File: config.mk
export PLATFORM = sky130hd
export DESIGN_NAME = ex_muldiv_ctrl
export DESIGN_NICKNAME = d
export VERILOG_FILES = /design/src/rtl/ex_muldiv_ctrl.sv
export SDC_FILE = /design/constraint.sdc
export NUM_CORES = 1
export LEC_CHECK = 0
export ABC_AREA = 1
export CAP_MARGIN = 5
export CORE_MARGIN = 4
export CORE_UTILIZATION = 35
export DETAILED_ROUTE_END_ITERATION = 7
export DONT_BUFFER_PORTS = 1
export SLEW_MARGIN = 15
export SYNTH_ARGS = -nofsm -noshare
export SYNTH_HDL_FRONTEND = slang
export SYNTH_SLANG_ARGS = --single-unit
File: constraint.sdc
create_clock -name clk -period 2.6 [get_ports clk]
set_input_delay 0.26 -clock clk [delete_from_list [all_inputs] [get_ports clk]]
set_output_delay 0.26 -clock clk [all_outputs]
set_load 0.05 [all_outputs]
File: src/rtl/ex_muldiv_ctrl.sv
// Iterative RV32M multiply/divide sequencer for the EX stage.
// Shift-add multiply and restoring divide, one bit per cycle, with flush abort.
module ex_muldiv_ctrl #(
    parameter int XLEN    = 32,
    parameter int RADDR_W = 5
) (
    input  logic               clk,
    input  logic               rst_n,
    input  logic               start_i,
    input  logic [2:0]         funct3_i,
    input  logic [XLEN-1:0]    op1_i,
    input  logic [XLEN-1:0]    op2_i,
    input  logic [RADDR_W-1:0] waddr_i,
    input  logic               flush_i,
    output logic               busy_o,
    output logic               stall_o,
    output logic               ready_o,
    output logic [XLEN-1:0]    result_o,
    output logic               reg_we_o,
    output logic [RADDR_W-1:0] reg_waddr_o
);

    typedef enum logic [1:0] {
        S_IDLE,
        S_CALC,
        S_DONE
    } state_t;

    localparam int CNT_W = $clog2(XLEN);
    localparam logic [CNT_W-1:0] CNT_LAST = CNT_W'(XLEN - 1);
    localparam logic [XLEN-1:0]  INT_MIN  = {1'b1, {(XLEN-1){1'b0}}};

    localparam logic [2:0] F_MUL    = 3'b000;
    localparam logic [2:0] F_MULH   = 3'b001;
    localparam logic [2:0] F_MULHSU = 3'b010;
    localparam logic [2:0] F_DIV    = 3'b100;
    localparam logic [2:0] F_REM    = 3'b110;

    state_t state_q, state_d;

    logic [CNT_W-1:0]   cnt_q;
    logic [2:0]         funct3_q;
    logic [RADDR_W-1:0] waddr_q;
    logic [XLEN-1:0]    opa_q;          // multiplicand or divisor magnitude
    logic [2*XLEN-1:0]  acc_q;          // product, or quotient in the low word
    logic [XLEN:0]      rem_q;
    logic               neg_res_q;
    logic               neg_rem_q;
    logic               special_q;
    logic [XLEN-1:0]    special_res_q;

    // ------------------------------------------------------------------
    // Operand decode in IDLE
    // ------------------------------------------------------------------
    logic            is_div;
    logic            signed_op1, signed_op2;
    logic            sign1, sign2;
    logic [XLEN-1:0] abs1, abs2;
    logic            div_by_zero, div_overflow;
    logic [XLEN-1:0] special_val;
    logic            accept;

    always_comb begin
        is_div       = funct3_i[2];
        signed_op1   = (funct3_i == F_MULH) || (funct3_i == F_MULHSU) ||
                       (funct3_i == F_DIV)  || (funct3_i == F_REM);
        signed_op2   = (funct3_i == F_MULH) || (funct3_i == F_DIV) || (funct3_i == F_REM);
        sign1        = signed_op1 && op1_i[XLEN-1];
        sign2        = signed_op2 && op2_i[XLEN-1];
        abs1         = sign1 ? (~op1_i + 1'b1) : op1_i;
        abs2         = sign2 ? (~op2_i + 1'b1) : op2_i;
        div_by_zero  = is_div && (op2_i == '0);
        div_overflow = ((funct3_i == F_DIV) || (funct3_i == F_REM)) &&
                       (op1_i == INT_MIN) && (op2_i == '1);
        // REM/REMU have funct3[1] set; DIV/DIVU do not.
        if (div_by_zero)
            special_val = funct3_i[1] ? op1_i : '1;
        else
            special_val = funct3_i[1] ? '0 : INT_MIN;
        accept       = (state_q == S_IDLE) && start_i && !flush_i;
    end

    // ------------------------------------------------------------------
    // Iteration step
    // ------------------------------------------------------------------
    logic [XLEN:0]     mul_sum;
    logic [2*XLEN-1:0] mul_next;
    logic [XLEN:0]     div_shift;
    logic [XLEN+1:0]   div_trial;
    logic [2*XLEN-1:0] div_acc_next;
    logic [XLEN:0]     div_rem_next;

    always_comb begin
        mul_sum      = {1'b0, acc_q[2*XLEN-1:XLEN]} + (acc_q[0] ? {1'b0, opa_q} : '0);
        mul_next     = {mul_sum, acc_q[XLEN-1:1]};

        div_shift    = {rem_q[XLEN-1:0], acc_q[XLEN-1]};
        div_trial    = {1'b0, div_shift} - {2'b00, opa_q};
        div_acc_next = acc_q;
        div_rem_next = div_shift;
        if (!div_trial[XLEN+1]) begin
            div_rem_next = div_trial[XLEN:0];
            div_acc_next = {acc_q[2*XLEN-1:XLEN], acc_q[XLEN-2:0], 1'b1};
        end else begin
            div_acc_next = {acc_q[2*XLEN-1:XLEN], acc_q[XLEN-2:0], 1'b0};
        end
    end

    // ------------------------------------------------------------------
    // State register and next-state / control outputs
    // ------------------------------------------------------------------
    // NOTE: sequential state uses non-blocking assignments so every flop
    // samples pre-edge values regardless of statement order.
    always_ff @(posedge clk or negedge rst_n) begin
        if (!rst_n) state_q <= S_IDLE;
        else        state_q <= state_d;
    end

    // NOTE: every output of this block gets a default first, so no path
    // leaves a signal unassigned and no latch is inferred.
    always_comb begin
        state_d = state_q;
        busy_o  = (state_q != S_IDLE);
        stall_o = 1'b0;
        unique case (state_q)
            S_IDLE: begin
                if (accept) begin
                    stall_o = 1'b1;
                    state_d = (div_by_zero || div_overflow) ? S_DONE : S_CALC;
                end
            end
            S_CALC: begin
                stall_o = 1'b1;
                if (flush_i)                state_d = S_IDLE;
                else if (cnt_q == CNT_LAST) state_d = S_DONE;
            end
            S_DONE:  state_d = S_IDLE;
            default: state_d = S_IDLE;
        endcase
    end

    // ------------------------------------------------------------------
    // Datapath registers
    // ------------------------------------------------------------------
    // NOTE: datapath registers are reset too, so a reset mid-op leaves no
    // stale operand or result visible afterwards.
    always_ff @(posedge clk or negedge rst_n) begin
        if (!rst_n) begin
            cnt_q         <= '0;
            funct3_q      <= '0;
            waddr_q       <= '0;
            opa_q         <= '0;
            acc_q         <= '0;
            rem_q         <= '0;
            neg_res_q     <= 1'b0;
            neg_rem_q     <= 1'b0;
            special_q     <= 1'b0;
            special_res_q <= '0;
        end else if (accept) begin
            cnt_q         <= '0;
            funct3_q      <= funct3_i;
            waddr_q       <= waddr_i;
            opa_q         <= is_div ? abs2 : abs1;
            acc_q         <= {{XLEN{1'b0}}, (is_div ? abs1 : abs2)};
            rem_q         <= '0;
            neg_res_q     <= sign1 ^ sign2;
            neg_rem_q     <= sign1;
            special_q     <= div_by_zero || div_overflow;
            special_res_q <= special_val;
        end else if (state_q == S_CALC) begin
            cnt_q <= cnt_q + 1'b1;
            if (funct3_q[2]) begin
                acc_q <= div_acc_next;
                rem_q <= div_rem_next;
            end else begin
                acc_q <= mul_next;
            end
        end
    end

    // ------------------------------------------------------------------
    // Sign correction and write-back in DONE
    // ------------------------------------------------------------------
    logic [2*XLEN-1:0] product;
    logic [XLEN-1:0]   quotient;
    logic [XLEN-1:0]   remainder;
    logic [XLEN-1:0]   final_res;

    always_comb begin
        product   = neg_res_q ? (~acc_q + 1'b1) : acc_q;
        quotient  = neg_res_q ? (~acc_q[XLEN-1:0] + 1'b1) : acc_q[XLEN-1:0];
        remainder = neg_rem_q ? (~rem_q[XLEN-1:0] + 1'b1) : rem_q[XLEN-1:0];
        if (special_q)                 final_res = special_res_q;
        else if (funct3_q == F_MUL)    final_res = product[XLEN-1:0];
        else if (!funct3_q[2])         final_res = product[2*XLEN-1:XLEN];
        else if (!funct3_q[1])         final_res = quotient;
        else                           final_res = remainder;

        ready_o     = (state_q == S_DONE);
        reg_we_o    = ready_o;
        result_o    = ready_o ? final_res : '0;
        reg_waddr_o = ready_o ? waddr_q : '0;
    end

endmodule

; Word-level counts from Yosys, hierarchy flattened
; Index checks and enable logic that the tools add are counted.
[op_classes]
n_div = 0
eq_ne = 12
n_mul = 0
bitwise_logic = 6
n_addsub = 8
reduce_logical = 24
n_mux = 34
magnitude_cmp = 0
n_shift = 0
[op_table]
columns = operator, n
row1 = 32-bit two-way mux, 19
row2 = 64-bit two-way mux, 4
row3 = "32-bit by 1-bit adder with 32-bit output, second input constant", 4
row4 = 32-bit inverter, 4
row5 = "64-bit by 1-bit adder with 64-bit output, second input constant", 1
row6 = "32-bit equality test, second input constant", 2
row7 = 64-bit inverter, 1
row8 = 33-bit by 32-bit subtractor with 34-bit output, 1
row9 = 32-bit by 32-bit adder with 33-bit output, 1
row10 = 32-bit logical NOT, 1
row11 = 5-bit two-way mux, 3
row12 = 2-bit two-way mux, 4
row13 = 1-bit logical AND, 7
row14 = 1-bit logical OR, 7
row15 = "3-bit equality test, second input constant", 2
row16 = 2-bit AND reduction, 3
row17 = 2-bit nonzero test, 3
row18 = "5-bit by 1-bit adder with 5-bit output, second input constant", 1
row19 = "5-bit equality test, second input constant", 1
row20 = 2-bit case mux with 2 select lines, 1
row21 = "3-bit by 1-bit equality test with 1-bit output, second input constant", 1
row22 = "3-bit by 2-bit equality test with 1-bit output, second input constant", 1
row23 = 3-bit logical NOT, 1
row24 = "3-bit inequality test, second input constant", 1
row25 = other kinds (9), 10
[word_totals]
mem_bits_rw = 0
latch_bits = 0
word_cells = 96
mem_count = 0
ff_bits = 178
output_inout_bits = 41
rom_bits = 0
in_bits = 76

; Longest topological paths before layout
; Gate-level depths: netlist (run 1).
[logic_depth]
word_depth = 8
depth_mapped = 17
depth_no_buf = 17

; Worst setup path before layout (run 1)
; OpenSTA, ideal clock, no wires.
[synth_path]
kind = flip-flop to output port
start = register acc_q[0]
end = output result_o[24]
arrival_ns = 2.388
slack_ns = -0.048
stages_incl_launch_ff = 12
n_path_buf = 1
t_required_ns = 2.340
path_cell_list = dfrtp_1 -> buf_2 -> inv_2 -> ha_1 -> nand2_1 -> nor2_4 -> nand3_1 -> o21ai_2 -> nand4_1 -> nand3_1 -> nand3_1 -> a21oi_1
[synth_between]
elab_chain_len = 8
elab_cells_between_ends = 11
classes_between = add/sub (2) / mux (7) / bitwise (2)
[synth_rtl]
columns = item, line_no
row1 = start: declaration, 45  ; logic [2*XLEN-1:0] acc_q;
row2 = start signal: assignment, 164  ; acc_q <= {{XLEN{1'b0}}, (is_div ? abs1 : abs2)};
row3 = start signal: assignment, 173  ; acc_q <= div_acc_next;
row4 = start signal: assignment, 176  ; acc_q <= mul_next;
row5 = 32-bit inverter, 191  ; quotient = neg_res_q ? (~acc_q[XLEN-1:0] + 1'b1) : acc_q[XLEN-1:0];
row6 = 32-bit by 1-bit adder with 32-bit output, 191
row7 = 32-bit two-way mux, 191
row8 = 32-bit two-way mux, 196  ; else if (!funct3_q[1]) final_res = quotient;
row9 = 32-bit two-way mux, 195  ; else if (!funct3_q[2]) final_res = product[2*XLEN-1:XLEN];
row10 = 32-bit two-way mux *, 194  ; else if (funct3_q == F_MUL) final_res = product[XLEN-1:0];
row11 = 32-bit two-way mux *, 193  ; if (special_q) final_res = special_res_q;
row12 = 32-bit two-way mux *, 201  ; result_o = ready_o ? final_res : '0;
row13 = end: declaration, 18  ; output logic [XLEN-1:0] result_o,
; Every way passes the cells marked *; elsewhere a longest branch is shown, timed or not.

; Worst setup path in the final report (run 1)
[layout_path]
start = register acc_q[1]
end = output result_o[16]
; The elaborated chain is that of the path after synthesis.

==> results of run 1 <==
area by class of cell:
type,count,area (µm²),share of cell area (%)
timing repair inverter,1,7.507,0.03043
sequential,178,4483,18.17
inverter,377,1424,5.772
multi-input combinational,2456,14030,56.89
clock inverter,15,165.2,0.6695
tap,688,860.8,3.490
clock buffer,17,425.4,1.724
timing repair buffer,353,3269,13.25
cell usage after synthesis, types with 5 or more instances:
cell and count:
a31oi_1 10, buf_2 38, o22ai_1 17, a21oi_1 177, inv_2 9, o21ai_2 5, a221oi_1 30, nand3_1 317
nand4_1 73, nand3b_1 6, dfrtp_1 178, nand2_1 887, o211ai_1 23, buf_4 5, nor3_1 29, a22oi_1 10
o21bai_1 5, o21a_1 10, nor2_2 16, xnor2_1 25, buf_1 9, nor4_1 8, inv_1 363, xor2_1 61
ha_1 71, a21o_1 9, buf_6 5, nor2_1 336, clkbuf_1 52, o21ai_1 30, nand2_2 8, o21ai_0 264
critical path, cell delays in order (launching register included):
cell and delay (ns):
dfrtp_1 0.42, inv_2 0.10, ha_4 0.15, nand2_4 0.05, nor2_4 0.12, buf_12 0.14
buf_6 0.09, buf_4 0.10, nand2_2 0.05, nand2_1 0.08, nand2_2 0.05, nand2_2 0.09
a21oi_2 0.07, a21oi_2 0.18, nand2_2 0.08, a21oi_4 0.23, buf_12 0.18
final timing paths:
path	endpoint	cells past startpoint	slack (ns)	start
min	cnt_q[2]	0	-0.55	rst_n
max in group asynchronous	acc_q[45]	0	2.75	rst_n
min reg2reg	special_res_q[26]	2	0.49	special_res_q[26]
min in group clk	special_res_q[6]	2	0.01	op1_i[6]
max reg2reg	rem_q[25]	12	0.02	opa_q[14]
max	result_o[16]	16	-0.35	acc_q[1]
logic make-up after synthesis:
family,share of synthesized area [%]
AO/OA/AOI/OAI,18.08
XOR/XNOR,4.052
adder cells (fa/ha/maj),4.994
buffers and inverters,10.38
flip-flops,23.96
AND/OR/NAND/NOR,38.52
through the flow:
| stage | TNS, ns | cell area (µm²) | power [mW] | utilization (%) |
|---|---|---|---|---|
| 2_1_floorplan | 0 | 18630 | 17.98 | - |
| 3_3_place_gp | -0.01036 | 21240 | 26.45 | 40.42 |
| 3_5_place_dp | -0.01779 | 21240 | 26.42 | 40.42 |
| 4_1_cts | -7.292 | 23180 | 30.35 | 44.12 |
| 5_1_grt | -11.03 | 24670 | 35.58 | 46.94 |
| 6_report | -7.654 | 24670 | 33.41 | 46.94 |
what timing repair did:
item,in CTS,in global routing
hold endpoints to repair,217,178
buffers inserted,25,27
gates resized for setup,214,316
setup endpoints to repair,33,80
pin swaps,55,97
cloned,1,3
power by group through the flow:
stage | logic [mW] | registers, mW | clock network, mW
after floorplan | 13.3 | 4.68 | 0
after global placement | 21.4 | 5.01 | 0
after detailed placement | 21.4 | 5.02 | 0
after CTS | 22.6 | 5.02 | 2.71
after global routing | 27.4 | 5.31 | 2.83
final | 25.5 | 5.25 | 2.70
registers in the layout, indices dropped and copies added (netlist names):
name,count
acc_q,64
opa_q,32
rem_q,32
special_res_q,32
cnt_q,5
waddr_q,5
funct3_q,3
state_q,2
neg_rem_q,1
neg_res_q,1
special_q,1
metal layers:
metal | wire, µm | GRT usage, %
met1 | 36820 | 40.96
met2 | 37620 | 45.29
met3 | 9538 | 7.466
met4 | 5214 | 13.79
met5 | 0 | 0
==> flow_metrics.tcl, run 1 <==
set metrics [dict create \
    die_x_um 238.5 \
    p_per_area_nw_per_um2 1354 \
    drv_cap 0 \
    p_sw_share_pct 56.42 \
    coreArea_um2 52550 \
    clkTransAtPathRegs_ns 0.08 \
    area_growth_syn_to_layout_pct 32.70 \
    critPathCaptureType "output pin" \
    min_period_over_period_pct 113.4 \
    synth_cell_type_count 48 \
    status "finished, violations left" \
    grt_pass1_vias 21470 \
    period_needed_ns 2.947 \
    fill_cells 5496 \
    initial_core_util_pct 35.38 \
    switchingPower_mw 18.85 \
    rsz0062_at_grt "true" \
    async_flop_share_pct 100.0 \
    drive_gt1_share_pct 23.02 \
    setup.worst_path.start_class "register" \
    power_frac_seq_pct 15.7 \
    fp.dieArea_um2 56870 \
    p_clk_share_pct 8.1 \
    grt-ovfl-total 0 \
    grt_pass1_wl_um 131800 \
    clockBufferDepth 2 \
    clock_latency_ns 0.51 \
    dr_total_vias 23040 \
    viasPerCell 5.641 \
    layout.cells.most_common "nand2_1" \
    hold_viol 178 \
    drc_errors 0 \
    cts_tree "done" \
    crit_type "reg -> out" \
    synth_edf_count 0 \
    peakVddDrop_uv 586.0 \
    power_frac_comb_pct 76.2 \
    totalWireLength_um 89190 \
    setup_ws_ns -0.3474 \
    placed_cells 3964 \
    layout_common_cells "nand2_1, inv_1, nor2_1" \
    relSlewSlack_pct 30.08 \
    synth_area_per_cell_um2 5.958 \
    yosys_warnings 0 \
    slew_violations 0 \
    post_drt_wl_per_cell_um 21.83 \
    p_int_mw 14.56 \
    required_ns 2.34 \
    cp_max_fo 7 \
    drtIter0Drc 2720 \
    synth_seq_cells 178 \
    fp-row-count 84 \
    die_h_um 238.5 \
    clock_skew_ns 0.01457 \
    setup_viol 32 \
    place_congestion 1.069 \
    nets 3533 \
    cts-buffers-inserted 17 \
    antenna_cells 0 \
    grt.total_usage_pct 30.16 \
    syn_area_um2 18590 \
    synth_top_area_cell "dfrtp_1" \
    cts.sinks 178 \
    htreeDepth 4 \
    synth_top_area_share_pct 23.96 \
    drtPass1Iterations 5 \
    ant_nets 0 \
    grt_max_degree 179 \
    syn_nets 3269 \
    hold_path.class "in -> async" \
    seq_area_frac_synth_pct 23.96 \
    antenna_found_initial 2 \
    syn-instance-count 3120 \
    arrival_ns 2.69 \
    tightest_slew_ns 1.038 \
    pin_count 117 \
    hpwl_um 70950 \
    cts-root-buf "clkbuf_16" \
    dp_slack_ns -0.009124 \
    synth_ff_type "dfrtp_1" \
    synth_area_leaders "dfrtp_1, nand2_1, nand3_1" \
    holdWs_ns -0.5479 \
    leakage_nw 11.44 \
    fin_cells 4085 \
    max_freq_mhz 339.3 \
    violations "negative hold slack, negative setup slack" \
    hold_buffers 38 \
    io_buffers 0 \
]
No activity file was read; power rests on OpenSTA's default activity.
==> run 2: changes to the inputs <==
- clock period: 2.6 -> 3.1 ns (I/O delays scaled with it)
==> run 2 against run 1 <==
- the flow finishes with violations (negative hold slack)
- via count down 3.4%
- global-route usage shrank 0.16 points
- die area did not move
- non-clock buffer count decreased by 204
- flip-flop and latch count is the same
- highest routed layer is now met5
==> flow_metrics.tcl, run 2 (same netlist as run 1, synthesis figures left out) <==
set metrics [dict create \
    status "finished, violations left" \
    violations "negative hold slack" \
    layout.cells.most_common "nand2_1" \
    pin_count 117 \
    grt-ovfl-total 0 \
    clock_skew_ns 0.01638 \
    viasPerCell 5.737 \
    p_int_mw 9.858 \
    finish.utilization_pct 40.58 \
    seq_area_um2 4493 \
    critPathCaptureType "output pin" \
    grt_max_degree 179 \
    p_sw_share_pct 59.38 \
    cts-buffers-inserted 17 \
    tightest_slew_ns 1.028 \
    nets 3329 \
    setup_ws_ns 0.02171 \
    antenna_found_initial 1 \
    cp_max_fo 7 \
    area_growth_syn_to_layout_pct 14.70 \
    htreeDepth 4 \
    setup_viol 0 \
    slew_violations 0 \
    fp-row-count 84 \
    dr_total_vias 22270 \
    multiInputGateArea_um2 12670 \
    dp_slack_ns 0.1006 \
    antenna_cells 0 \
    required_ns 2.79 \
    drtPass1Iterations 8 \
    place_congestion 1.052 \
    grt_pass1_vias 20530 \
    setup.worst_path.start_class "register" \
    layout_common_cells "nand2_1, inv_1, nand3_1" \
    clock_latency_ns 0.51 \
    hold_buffers 11 \
    fp.dieArea_um2 56870 \
    largest_register_ffs 64 \
    ant_nets 0 \
    drive_gt1_share_pct 10.84 \
    crit_type "reg -> out" \
    placed_cells 3819 \
    peakVddDrop_uv 591.1 \
    rsz0062_at_grt "true" \
    power_frac_comb_pct 71.4 \
    fin_cells 3881 \
    cts_tree "done" \
    p_clk_share_pct 9.4 \
    hold_path.class "in -> async" \
    drv_cap 0 \
    hpwl_um 70440 \
    hold_viol 178 \
    min_period_over_period_pct 99.30 \
    grt.total_usage_pct 30.00 \
    relSlewSlack_pct 31.39 \
    totalWireLength_um 87330 \
    max_freq_mhz 324.9 \
    clockBufferDepth 2 \
    p_per_area_nw_per_um2 1138 \
    grt_pass1_wl_um 130100 \
    period_needed_ns 3.078 \
    power_frac_seq_pct 19.2 \
    coreArea_um2 52550 \
    die_x_um 238.5 \
    drc_errors 0 \
    cts.sinks 178 \
    post_drt_wl_per_cell_um 22.50 \
    leakage_nw 10.07 \
    arrival_ns 2.77 \
    die_h_um 238.5 \
    largest-register "acc_q" \
    cts-root-buf "clkbuf_16" \
    fill_cells 5795 \
    initial_core_util_pct 35.38 \
    clkTransAtPathRegs_ns 0.08 \
    holdWs_ns -0.4905 \
    drtIter0Drc 2918 \
    switchingPower_mw 14.41 \
    io_buffers 0 \
]
==> run 2: area by class of cell <==
| cell class | instances | share of cell area (%) |
|---|---|---|
| Clock buffer | 19 | 2.030 |
| Inverter | 377 | 6.648 |
| Timing Repair inverter | 1 | 0.02347 |
| Timing Repair Buffer | 149 | 6.079 |
| Multi-Input combinational cell | 2456 | 59.42 |
| Clock inverter | 13 | 0.6865 |
| Tap cell | 688 | 4.037 |
| Sequential cell | 178 | 21.07 |
==> run 2: path summary, 6_finish.rpt <==
check                      depth (start not counted)                 to               from  slack [ns]
max                                               13        result_o[0]           acc_q[0]        0.02
min                                                0           cnt_q[4]              rst_n       -0.49
max reg2reg                                       15          rem_q[26]          acc_q[31]        0.22
min reg2reg                                        2  special_res_q[23]  special_res_q[23]        0.49
max in group asynchronous                          0          acc_q[58]              rst_n        3.08
min in group clk                                   3           opa_q[4]           op1_i[4]        0.03
==> run 2: critical path, stage by stage (launching register included) <==
cell and delay [ns]:
dfrtp_1 0.41, inv_2 0.10, ha_2 0.19, nand2_2 0.09, nor2_4 0.15, buf_12 0.14, nand3_2 0.12, o21ai_4 0.25
inv_1 0.08, nand2_1 0.08, nand3_2 0.11, a31oi_4 0.25, nor2_2 0.08, buf_4 0.20
==> run 2: metrics by stage <==
stage	TNS (ns)	area, µm²	power [mW]	hold WS [ns]
finish	0	21320	24.27	-0.4905
global route	-0.2610	21320	25.99	-0.5213
CTS	-0.005846	20860	23.28	-0.5264
detailed placement	0	19940	20.67	0.02125
global placement	0	19940	20.79	0.02159
floorplan	0	18590	15.03	0.01441
==> run 2: timing repair <==
action,4_1_cts,5_1_grt
pin swaps,8,20
setup buffers,5,13
gates cloned,0,1
setup endpoints to repair,28,41
resized for setup,53,117
endpoints found under the hold margin,189,178
==> run 2: power by group through the flow <==
stage,Combinational [mW],Sequential (mW),Clock (mW)
floorplan,11.1,3.93,0
global placement,16.3,4.50,0
detailed placement,16.1,4.52,0
CTS,16.5,4.49,2.31
global route,18.9,4.72,2.40
finish,17.3,4.66,2.29
==> run 2: layer usage <==
layer / share of wire [%] / routed length, µm / global-route usage (%)
met5: 0.013 / 11 / 0
met4: 5.5 / 4793 / 13.61
met3: 11 / 9218 / 7.466
met2: 42 / 36730 / 44.64
met1: 42 / 36570 / 41.11
